[src/rtl/seq_pkg.sv]
// Shared types and constants for the word serializer.
//   seq_state_t        : shifter state (idle / shifting a word out)
//   SEQ_DEFAULT_WIDTH  : default parallel word width
package seq_pkg;

    typedef enum logic {
        ST_IDLE  = 1'b0,
        ST_SHIFT = 1'b1
    } seq_state_t;

    localparam int SEQ_DEFAULT_WIDTH = 8;

endpackage

[src/rtl/seq_sync_fifo.sv]
// Small synchronous FIFO feeding the serializer's shifter.
// Ports:
//   clk, rst       : clock, asynchronous active-high reset
//   clr            : synchronous clear (empties the FIFO, wins over write)
//   wr_en, wr_data : write request/data, ignored when full
//   rd_en          : pop the head, ignored when empty
//   rd_data        : combinational head word
//   full, empty    : occupancy flags
//   level          : occupancy count, 0..DEPTH
module seq_sync_fifo #(
    parameter int WIDTH = 8,
    parameter int DEPTH = 4
) (
    input  logic                     clk,
    input  logic                     rst,
    input  logic                     clr,
    input  logic                     wr_en,
    input  logic [WIDTH-1:0]         wr_data,
    input  logic                     rd_en,
    output logic [WIDTH-1:0]         rd_data,
    output logic                     full,
    output logic                     empty,
    output logic [$clog2(DEPTH):0]   level
);
    localparam int AW = $clog2(DEPTH);
    localparam logic [AW:0] FULL_LVL = (AW+1)'(DEPTH);

    logic [WIDTH-1:0] mem [DEPTH];
    logic [AW-1:0]    wr_ptr;
    logic [AW-1:0]    rd_ptr;
    logic [AW:0]      count;
    logic             do_wr;
    logic             do_rd;

    assign full    = (count == FULL_LVL);
    assign empty   = (count == '0);
    assign do_wr   = wr_en && !full;
    assign do_rd   = rd_en && !empty;
    assign rd_data = mem[rd_ptr];
    assign level   = count;

    // Storage carries no reset; only pointers and count define validity.
    always_ff @(posedge clk) begin
        if (do_wr && !clr) begin
            mem[wr_ptr] <= wr_data;
        end
    end

    // DEPTH is a power of two, so pointers wrap by natural overflow.
    always_ff @(posedge clk or posedge rst) begin
        if (rst) begin
            wr_ptr <= '0;
            rd_ptr <= '0;
            count  <= '0;
        end else if (clr) begin
            wr_ptr <= '0;
            rd_ptr <= '0;
            count  <= '0;
        end else begin
            if (do_wr) wr_ptr <= wr_ptr + 1'b1;
            if (do_rd) rd_ptr <= rd_ptr + 1'b1;
            case ({do_wr, do_rd})
                2'b10:   count <= count + 1'b1;
                2'b01:   count <= count - 1'b1;
                default: count <= count;
            endcase
        end
    end

endmodule

[src/rtl/seq_word_serializer.sv]
// Parallel-to-serial feeder for the serial pattern detector. Words arrive
// over valid/ready into a small FIFO and leave one bit per enabled cycle on
// a registered serial line. Consecutive words are sent with no idle bit.
// Ports:
//   clk, rst             : clock, asynchronous active-high reset
//   flush                : synchronous clear of FIFO and shifter
//   in_data, in_valid    : parallel word and its valid
//   in_ready             : FIFO not full (does not consider a same-cycle pop)
//   out_en               : downstream advance enable, 0 stalls the shifter
//   seq, seq_valid       : registered serial bit and its qualifier
//   busy                 : FIFO non-empty or a word is being shifted
//   fifo_level           : FIFO occupancy
//
// state    | meaning
// ---------+------------------------------------------------------------
// ST_IDLE  | no word in the shifter, seq=0/seq_valid=0, loads when FIFO non-empty
// ST_SHIFT | word in flight, bit_cnt = bits left including the one on seq
module seq_word_serializer
    import seq_pkg::*;
#(
    parameter int WIDTH     = SEQ_DEFAULT_WIDTH,
    parameter int DEPTH     = 4,
    parameter bit MSB_FIRST = 1'b1
) (
    input  logic                     clk,
    input  logic                     rst,
    input  logic                     flush,
    input  logic [WIDTH-1:0]         in_data,
    input  logic                     in_valid,
    output logic                     in_ready,
    input  logic                     out_en,
    output logic                     seq,
    output logic                     seq_valid,
    output logic                     busy,
    output logic [$clog2(DEPTH):0]   fifo_level
);
    localparam int CW = $clog2(WIDTH + 1);
    localparam logic [CW-1:0] CNT_LOAD = CW'(WIDTH);

    seq_state_t       state;
    logic [WIDTH-1:0] sreg;
    logic [WIDTH-1:0] head;
    logic [CW-1:0]    bit_cnt;
    logic             full;
    logic             empty;
    logic             push;
    logic             pop;
    logic             last_bit;

    function automatic logic first_bit(input logic [WIDTH-1:0] w);
        return MSB_FIRST ? w[WIDTH-1] : w[0];
    endfunction

    // Moves the next bit to send into the position first_bit() reads.
    function automatic logic [WIDTH-1:0] advance(input logic [WIDTH-1:0] w);
        return MSB_FIRST ? (w << 1) : (w >> 1);
    endfunction

    assign in_ready = !full;
    // A write coinciding with flush is dropped even though in_ready is high.
    assign push     = in_valid && !full && !flush;
    assign last_bit = (bit_cnt == CW'(1));
    assign busy     = (fifo_level != '0) || (state == ST_SHIFT);

    always_comb begin
        pop = 1'b0;
        if (!flush && !empty) begin
            if (state == ST_IDLE) begin
                pop = 1'b1;
            end else if (out_en && last_bit) begin
                pop = 1'b1;
            end
        end
    end

    seq_sync_fifo #(
        .WIDTH (WIDTH),
        .DEPTH (DEPTH)
    ) u_fifo (
        .clk     (clk),
        .rst     (rst),
        .clr     (flush),
        .wr_en   (push),
        .wr_data (in_data),
        .rd_en   (pop),
        .rd_data (head),
        .full    (full),
        .empty   (empty),
        .level   (fifo_level)
    );

    always_ff @(posedge clk or posedge rst) begin
        if (rst) begin
            state     <= ST_IDLE;
            sreg      <= '0;
            bit_cnt   <= '0;
            seq       <= 1'b0;
            seq_valid <= 1'b0;
        end else if (flush) begin
            state     <= ST_IDLE;
            sreg      <= '0;
            bit_cnt   <= '0;
            seq       <= 1'b0;
            seq_valid <= 1'b0;
        end else begin
            case (state)
                ST_IDLE: begin
                    if (pop) begin
                        sreg      <= advance(head);
                        seq       <= first_bit(head);
                        seq_valid <= 1'b1;
                        bit_cnt   <= CNT_LOAD;
                        state     <= ST_SHIFT;
                    end
                end
                ST_SHIFT: begin
                    if (out_en) begin
                        if (!last_bit) begin
                            seq     <= first_bit(sreg);
                            sreg    <= advance(sreg);
                            bit_cnt <= bit_cnt - 1'b1;
                        end else if (pop) begin
                            // Reload on the last-bit edge keeps the stream gapless.
                            sreg    <= advance(head);
                            seq     <= first_bit(head);
                            bit_cnt <= CNT_LOAD;
                        end else begin
                            seq       <= 1'b0;
                            seq_valid <= 1'b0;
                            bit_cnt   <= '0;
                            state     <= ST_IDLE;
                        end
                    end
                end
                default: state <= ST_IDLE;
            endcase
        end
    end

endmodule
[config.mk]
export PLATFORM = sky130hd
export DESIGN_NAME = seq_word_serializer
export DESIGN_NICKNAME = d
export VERILOG_FILES = /design/src/rtl/seq_pkg.sv /design/src/rtl/seq_sync_fifo.sv /design/src/rtl/seq_word_serializer.sv
export SDC_FILE = /design/constraint.sdc
export NUM_CORES = 1
export LEC_CHECK = 0
export BUFFER_PORTS_ARGS = -buffer_cell sky130_fd_sc_hd__buf_2
export CORE_MARGIN = 5
export CORE_UTILIZATION = 53
export DETAILED_ROUTE_END_ITERATION = 6
export PLACE_DENSITY = 0.74
export SYNTH_ARGS = -nofsm -noshare
export SYNTH_HDL_FRONTEND = slang
export SYNTH_HIERARCHICAL = 1
export SYNTH_SLANG_ARGS = --single-unit
[constraint.sdc]
create_clock -name clk -period 2.6 [get_ports clk]
set_clock_uncertainty 0.15 [all_clocks]
set_input_delay 0.39 -clock clk [delete_from_list [all_inputs] [get_ports clk]]
set_output_delay 0.39 -clock clk [all_outputs]
set_load 0.05 [all_outputs]
==> results of run 1 <==
[logic make-up after synthesis]
family,after synthesis,synth area share
XOR/XNOR,4,0.0135
buffers and inverters,22,0.0443
AND/OR/NAND/NOR,52,0.110
flip-flops,54,0.582
adder cells (fa/ha/maj),7,0.0366
AO/OA/AOI/OAI,47,0.114
multiplexers,16,0.100
[report_power, final]
| group | total [uW] | switching [uW] | internal (uW) |
|---|---|---|---|
| sequential | 940 | 14.3 | 926 |
| clock | 453 | 261 | 192 |
| combinational | 138 | 83.7 | 54.4 |
| total | 1530 | 359 | 1170 |
[timing repair]
action | 4_1_cts | 5_1_grt
hold buffers | 1 | 0
resized for setup | 0 | 4
setup endpoints to repair | 0 | 11
buffers inserted | 0 | 1
endpoints found under the hold margin | 7 | 0
[synthesized netlist by cell type, types with 3 or more instances]
cell type | n | share of area
edfxtp_1 | 32 | 0.37
dfrtp_1 | 22 | 0.21
nor2_1 | 13 | 0.019
a21oi_1 | 11 | 0.021
inv_1 | 9 | 0.013
nand2_1 | 9 | 0.013
o21ai_1 | 9 | 0.017
a22oi_1 | 8 | 0.023
mux2i_1 | 8 | 0.031
mux4_2 | 8 | 0.069
o21ai_0 | 8 | 0.015
ha_1 | 6 | 0.029
and2_1 | 5 | 0.012
buf_2 | 5 | 0.0096
nand3_1 | 5 | 0.0096
nor3_1 | 4 | 0.0077
buf_6 | 3 | 0.013
or3_1 | 3 | 0.0072
[state kept, by name, summed over array words and instances (netlist names)]
signal and cells:
u_fifo/mem 32, u_fifo/rd_ptr 2, state 1, sreg 8, seq 1, bit_cnt 4, u_fifo/wr_ptr 2, u_fifo/level 3
seq_valid 1
[how the worst max path moves through the flow]
| stage | end | slack [ns] | cells after the start |
|---|---|---|---|
| floorplan | u_fifo/level[1]$_DFFE_PP0P_ | -0.09 | 13 |
| global placement | u_fifo/level[1]$_DFFE_PP0P_ | 0.11 | 12 |
| detailed placement | u_fifo/level[1]$_DFFE_PP0P_ | 0.05 | 12 |
| CTS | u_fifo/level[1]$_DFFE_PP0P_ | 0.02 | 12 |
| global route | u_fifo/level[1]$_DFFE_PP0P_ | -0.03 | 12 |
| finish | u_fifo/level[1]$_DFFE_PP0P_ | 0.11 | 12 |
[metrics by stage]
step / area, um^2 / std cells / setup WS [ns]
final: 2950 / 300 / 0.113
after global routing: 2950 / 300 / -0.0271
after floorplan: 2630 / 202 / -0.0889
after detailed placement: 2830 / 290 / 0.0492
after global placement: 2830 / 290 / 0.113
after CTS: 2930 / 299 / 0.0204
[placed cells by master (no fill, tap or decap), types with 3 or more instances in the layout]
cell      Yosys  layout
nand3_1       5       5
a21oi_1      11      10
dfrtp_2       0       3
nand2_1       9       9
dfrtp_1      22      19
nor3_1        4       3
clkbuf_8      0       5
a22oi_1       8       8
inv_1         9       8
buf_2         5      19
nor2_1       13      12
edfxtp_1     32      32
buf_4         1      15
o21ai_0       8       8
and2_1        5       5
o21ai_1       9       8
or3_1         3       3
ha_1          6       5
mux2i_1       8       8
mux4_2        8       8
[metal layers]
layer,wire (um),part of all wire,vias to the layer above
met4,44,0.0095,0
li1,-,-,805
met1,2170,0.47,834
met2,2280,0.49,26
met5,0,0,-
met3,151,0.032,4
[cell type report]
| class | instances | area [um^2] |
|---|---|---|
| clock buffers | 6 | 72.6 |
| repair buffers | 35 | 218 |
| well taps | 67 | 83.8 |
| multi-input cells | 126 | 1010 |
| flip-flops and latches | 54 | 1520 |
| fillers | 403 | 1800 |
| clock inverters | 2 | 13.8 |
| inverters | 10 | 37.5 |
==> impl_metrics.toml, run 1 <==
[min_path]
hold_class = "input pin to flop"
whs_path_depth = 1
hold-path-endpoint = "u_fifo/mem[3][1]$_DFFE_PP_"
hp-start = "in_data[1]"

[grt]
grt_use_met1 = 0.212
grt_pass1_vias = 1600
gr-total-overflow = 0
grt_most_used_layer = "met2"
globalRouteTotalUtil = 0.157
grt_max_degree = 20
use_met3 = 0.0350
use_met2 = 0.252
grt_pass1_wl_um = 7650
antenna_found_initial = 0

[die]
fp.dieArea_mm2 = 0.00640
die_y_um = 80.0
coreArea_mm2 = 0.00475
ios = 20
start_util = 0.546
rows = 25
die_w_um = 80.0

[clock_tree]
cts.sinks = 54
clk_latency_ns = 0.30
cts_buffers = 5
cts_tree = "yes"
cts_buffer_depth = 2
clock-root-buffer = "clkbuf_8"
htree_num_levels = 2
cts.clk_slew.worst_paths_ns = 0.09

[logic_synthesis]
netlist_area_mm2 = 0.00260
ys_types = 44
ys_seq_elements = 54
ys_warn_count = 6
synth_enable_flop_cells = 32
async_reset_ff_frac = 0.407
avgSynthCellArea_um2 = 12.9
yosys_most_used_dff = "edfxtp_1"
syn_inst = 202
ys_seq_area_frac = 0.582
synth_nets = 222

[place]
port_buffers = 19
place.gp.congestion = 0.851
dp_hpwl_um = 3310

[routing]
wl_um = 4650
routed_via_density = 5.56
drt_pre_antenna_iters = 4
drc = 0
drtIter0Drc = 68
wl_per_cell_um = 15.5
ant_nets = 0
vias = 1669

[layout]
area_growth_syn_to_layout_pct = 13.7
antennaDiodeCount = 0
drive_gt1_frac = 0.279
final_nets = 252
fin_util = 0.621

[timing]
setup_viol = 0
tns_ns = 0
rsz0062_at_grt = "yes"
tightestPinTransition_ns = 0.591
fin_crit_ns = 2.49
final_hold_viol_count = 0
fmax_ghz = 0.402
slew_headroom = 0.605
whs_ns = 0.154
drv_slew = 0
finalCritPeriodShare = 0.956

[setup_path]
cp_top_family = "compound AO/OA/AOI/OAI gates"
regToRegSetupSlack_ns = 0.11
path_buf_inv = 1
setup.worst_path.start = "bit_cnt[1]$_DFFE_PP0P_"
worstSetupPathType = "flop to flop"
cp-start-kind = "flop"
required_ns = 2.63
r2r-start = "bit_cnt[1]$_DFFE_PP0P_"
critPathCaptureType = "flop"
worstPathMaxFanout = 3
cp.arrival_ns = 2.52
crit_chain = "inv_2 -> ha_4 -> nor3b_4 -> nand2_1 -> a21o_1 -> nor2_2 -> o21ai_2 -> a21oi_2 -> fa_2 -> o311a_1 -> a21oi_1 -> nor3_1"
r2r_cells = 12
critPathSlowestCell = "fa_2"
r2r_end = "u_fifo/level[1]$_DFFE_PP0P_"
cpPeakStageDelay_ns = 0.45

[power_and_ir_drop]
p_per_area_mw_per_mm2 = 519
ir_drop_uv = 441
power_uw = 1530
leakage_uw = 0.00116

[flow_run]
max_cap_viol_count = 0

[status]
outcome = "finished clean"
(Power assumes the default switching activity.)
==> run 2, diff against run 1 <==
--- a/config.mk
+++ b/config.mk
@@ -7,9 +7,9 @@
 export LEC_CHECK = 0
 export BUFFER_PORTS_ARGS = -buffer_cell sky130_fd_sc_hd__buf_2
 export CORE_MARGIN = 5
-export CORE_UTILIZATION = 53
+export CORE_UTILIZATION = 59
 export DETAILED_ROUTE_END_ITERATION = 6
-export PLACE_DENSITY = 0.74
+export PLACE_DENSITY = 0.78
 export SYNTH_ARGS = -nofsm -noshare
 export SYNTH_HDL_FRONTEND = slang
 export SYNTH_HIERARCHICAL = 1
==> constraint.sdc (replaced) <==
create_clock -name clk -period 2.55 [get_ports clk]
set_clock_uncertainty 0.15 [all_clocks]
set_input_delay 0.3825 -clock clk [delete_from_list [all_inputs] [get_ports clk]]
set_output_delay 0.3825 -clock clk [all_outputs]
set_load 0.05 [all_outputs]
==> impl_metrics.toml, run 2 (synthesis gave the netlist of run 1 again) <==
[power_and_ir_drop]
clockPowerShare = 0.324
internal_power_uw = 1260
ir_drop_uv = 475
pwr-share-comb = 0.091
swShare = 0.232
leakage_uw = 0.00118
power_uw = 1640
sequentialPowerShare = 0.585
p_per_area_mw_per_mm2 = 548
p_switching_uw = 379

[die]
ios = 20
rows = 24
fp.dieArea_mm2 = 0.00583
start_util = 0.601
die_w_um = 76.4
die_y_um = 76.4
coreArea_mm2 = 0.00432

[place]
dp.cells = 274
placed_area_mm2 = 0.00281
dp_hpwl_um = 3750
place.gp.congestion = 0.841
port_buffers = 19
pre_cts_ws_ns = -0.0691

[setup_path]
cpPeakStageDelay_ns = 0.47
worstSetupPathType = "flop to flop"
critPathCaptureType = "flop"
worstPathMaxFanout = 3
crit_chain = "inv_2 -> ha_4 -> nor3b_4 -> nand2_1 -> a21o_1 -> nor2_2 -> o21ai_2 -> a21oi_2 -> fa_2 -> o311a_1 -> a21oi_2 -> nor3_1"
cp-start-kind = "flop"
critPathSlowestCell = "fa_2"
cp_common_cell = "a21oi_2"
required_ns = 2.59
cp.arrival_ns = 2.53

[routing]
ant_nets = 0
drt_pre_antenna_iters = 4
wl_um = 5270
vias = 1749
drc = 0
routed_via_density = 6.09
wl_per_cell_um = 18.4
drtIter0Drc = 145

[layout]
largest_reg_flops = 32
final_nets = 254
largest_register = "u_fifo/mem"
reg_top3 = "u_fifo/mem: 32 flops, sreg: 8 flops, bit_cnt: 4 flops"
area_growth_syn_to_layout_pct = 14.9
stdcell_area_mm2 = 0.00298
antennaDiodeCount = 0
final_common_cell = "edfxtp_1"
finalNonFillerCells = 287
drive_gt1_frac = 0.306
most-common-layout-cells = "edfxtp_1, dfrtp_1, buf_2, buf_4, nor2_1"

[clock_tree]
cts_buffer_depth = 2
cts_tree = "yes"
cts.clk_slew.worst_paths_ns = 0.09
clk_latency_ns = 0.30
htree_num_levels = 2
clock-root-buffer = "clkbuf_8"
cts.sinks = 54
cts_buffers = 5

[timing]
setup_ws_ns = 0.0574
final_hold_viol_count = 0
fin_crit_ns = 2.49
setup_viol = 0
rsz0062_at_grt = "yes"
slew_headroom = 0.616
tightestPinTransition_ns = 0.575
finalCritPeriodShare = 0.977
whs_ns = 0.137
fmax_ghz = 0.401
drv_slew = 0

[grt]
antenna_found_initial = 0
grt_pass1_vias = 1755
grt_max_degree = 18
globalRouteTotalUtil = 0.186
gr-total-overflow = 0
grt_pass1_wl_um = 8630

[min_path]
hold_class = "input pin to flop"

[flow_run]
max_cap_viol_count = 0

[status]
outcome = "finished clean"
run 2: layout make-up:
type | count | area (um^2)
Timing Repair Buffer | 37 | 233
Sequential cell | 54 | 1520
Clock inverter | 1 | 8.76
Fill cell | 318 | 1340
Clock buffer | 7 | 97.6
Multi-Input combinational cell | 126 | 1030
Inverter | 10 | 37.5
Tap cell | 52 | 65.1
run 2: per-layer routing:
metal	global-route usage	wire length (um)
met5	0	0
met4	0.0524	53
met3	0.0461	224
met2	0.330	2880
met1	0.224	2110
run 2: through the flow:
stage | TNS, ns | util
4_1_cts | 0 | 0.680
3_5_place_dp | -0.0815 | 0.649
2_1_floorplan | -0.230 | -
6_report | 0 | 0.690
5_1_grt | -0.0571 | 0.690
3_3_place_gp | 0 | 0.649
run 2: power by group through the flow:
stage	registers [uW]	clock network [uW]	logic, uW
2_1_floorplan	982	0	87.6
3_3_place_gp	974	0	133
3_5_place_dp	976	0	143
4_1_cts	957	539	146
5_1_grt	959	577	164
6_report	957	530	149
run 2: critical path: cells and delay by family, from the launching register on:
| kind | cells | cell delay [ns] |
|---|---|---|
| flip-flops | 1 | 0.40 |
| AND/OR/NAND/NOR | 4 | 0.46 |
| buffers and inverters | 1 | 0.08 |
| AO/OA/AOI/OAI | 5 | 0.67 |
| adder cells (fa/ha/maj) | 2 | 0.61 |
run 2: path summary, 6_finish.rpt:
kind | endpoint | from | slack (ns) | depth (start not counted)
max in group asynchronous | bit_cnt[3]$_DFFE_PP0P_ | rst | 1.33 | 3
min | u_fifo/mem[1][4]$_DFFE_PP_ | in_data[4] | 0.14 | 1
min reg2reg | sreg[1]$_DFFE_PP0P_ | sreg[0]$_DFFE_PP0P_ | 0.38 | 2
min in group asynchronous | u_fifo/wr_ptr[1]$_DFFE_PP0P_ | rst | 0.42 | 3
max | u_fifo/level[1]$_DFFE_PP0P_ | bit_cnt[1]$_DFFE_PP0P_ | 0.06 | 12
max reg2reg | u_fifo/level[1]$_DFFE_PP0P_ | bit_cnt[1]$_DFFE_PP0P_ | 0.06 | 12
run 2: what timing repair did:
| action | CTS | global route |
|---|---|---|
| setup endpoints to repair | 2 | 15 |
| buffers inserted | 1 | 3 |
| resized for setup | 3 | 6 |
| pin swaps | 1 | 6 |
| hold endpoints to repair | 7 | 0 |
| hold buffers | 1 | 0 |
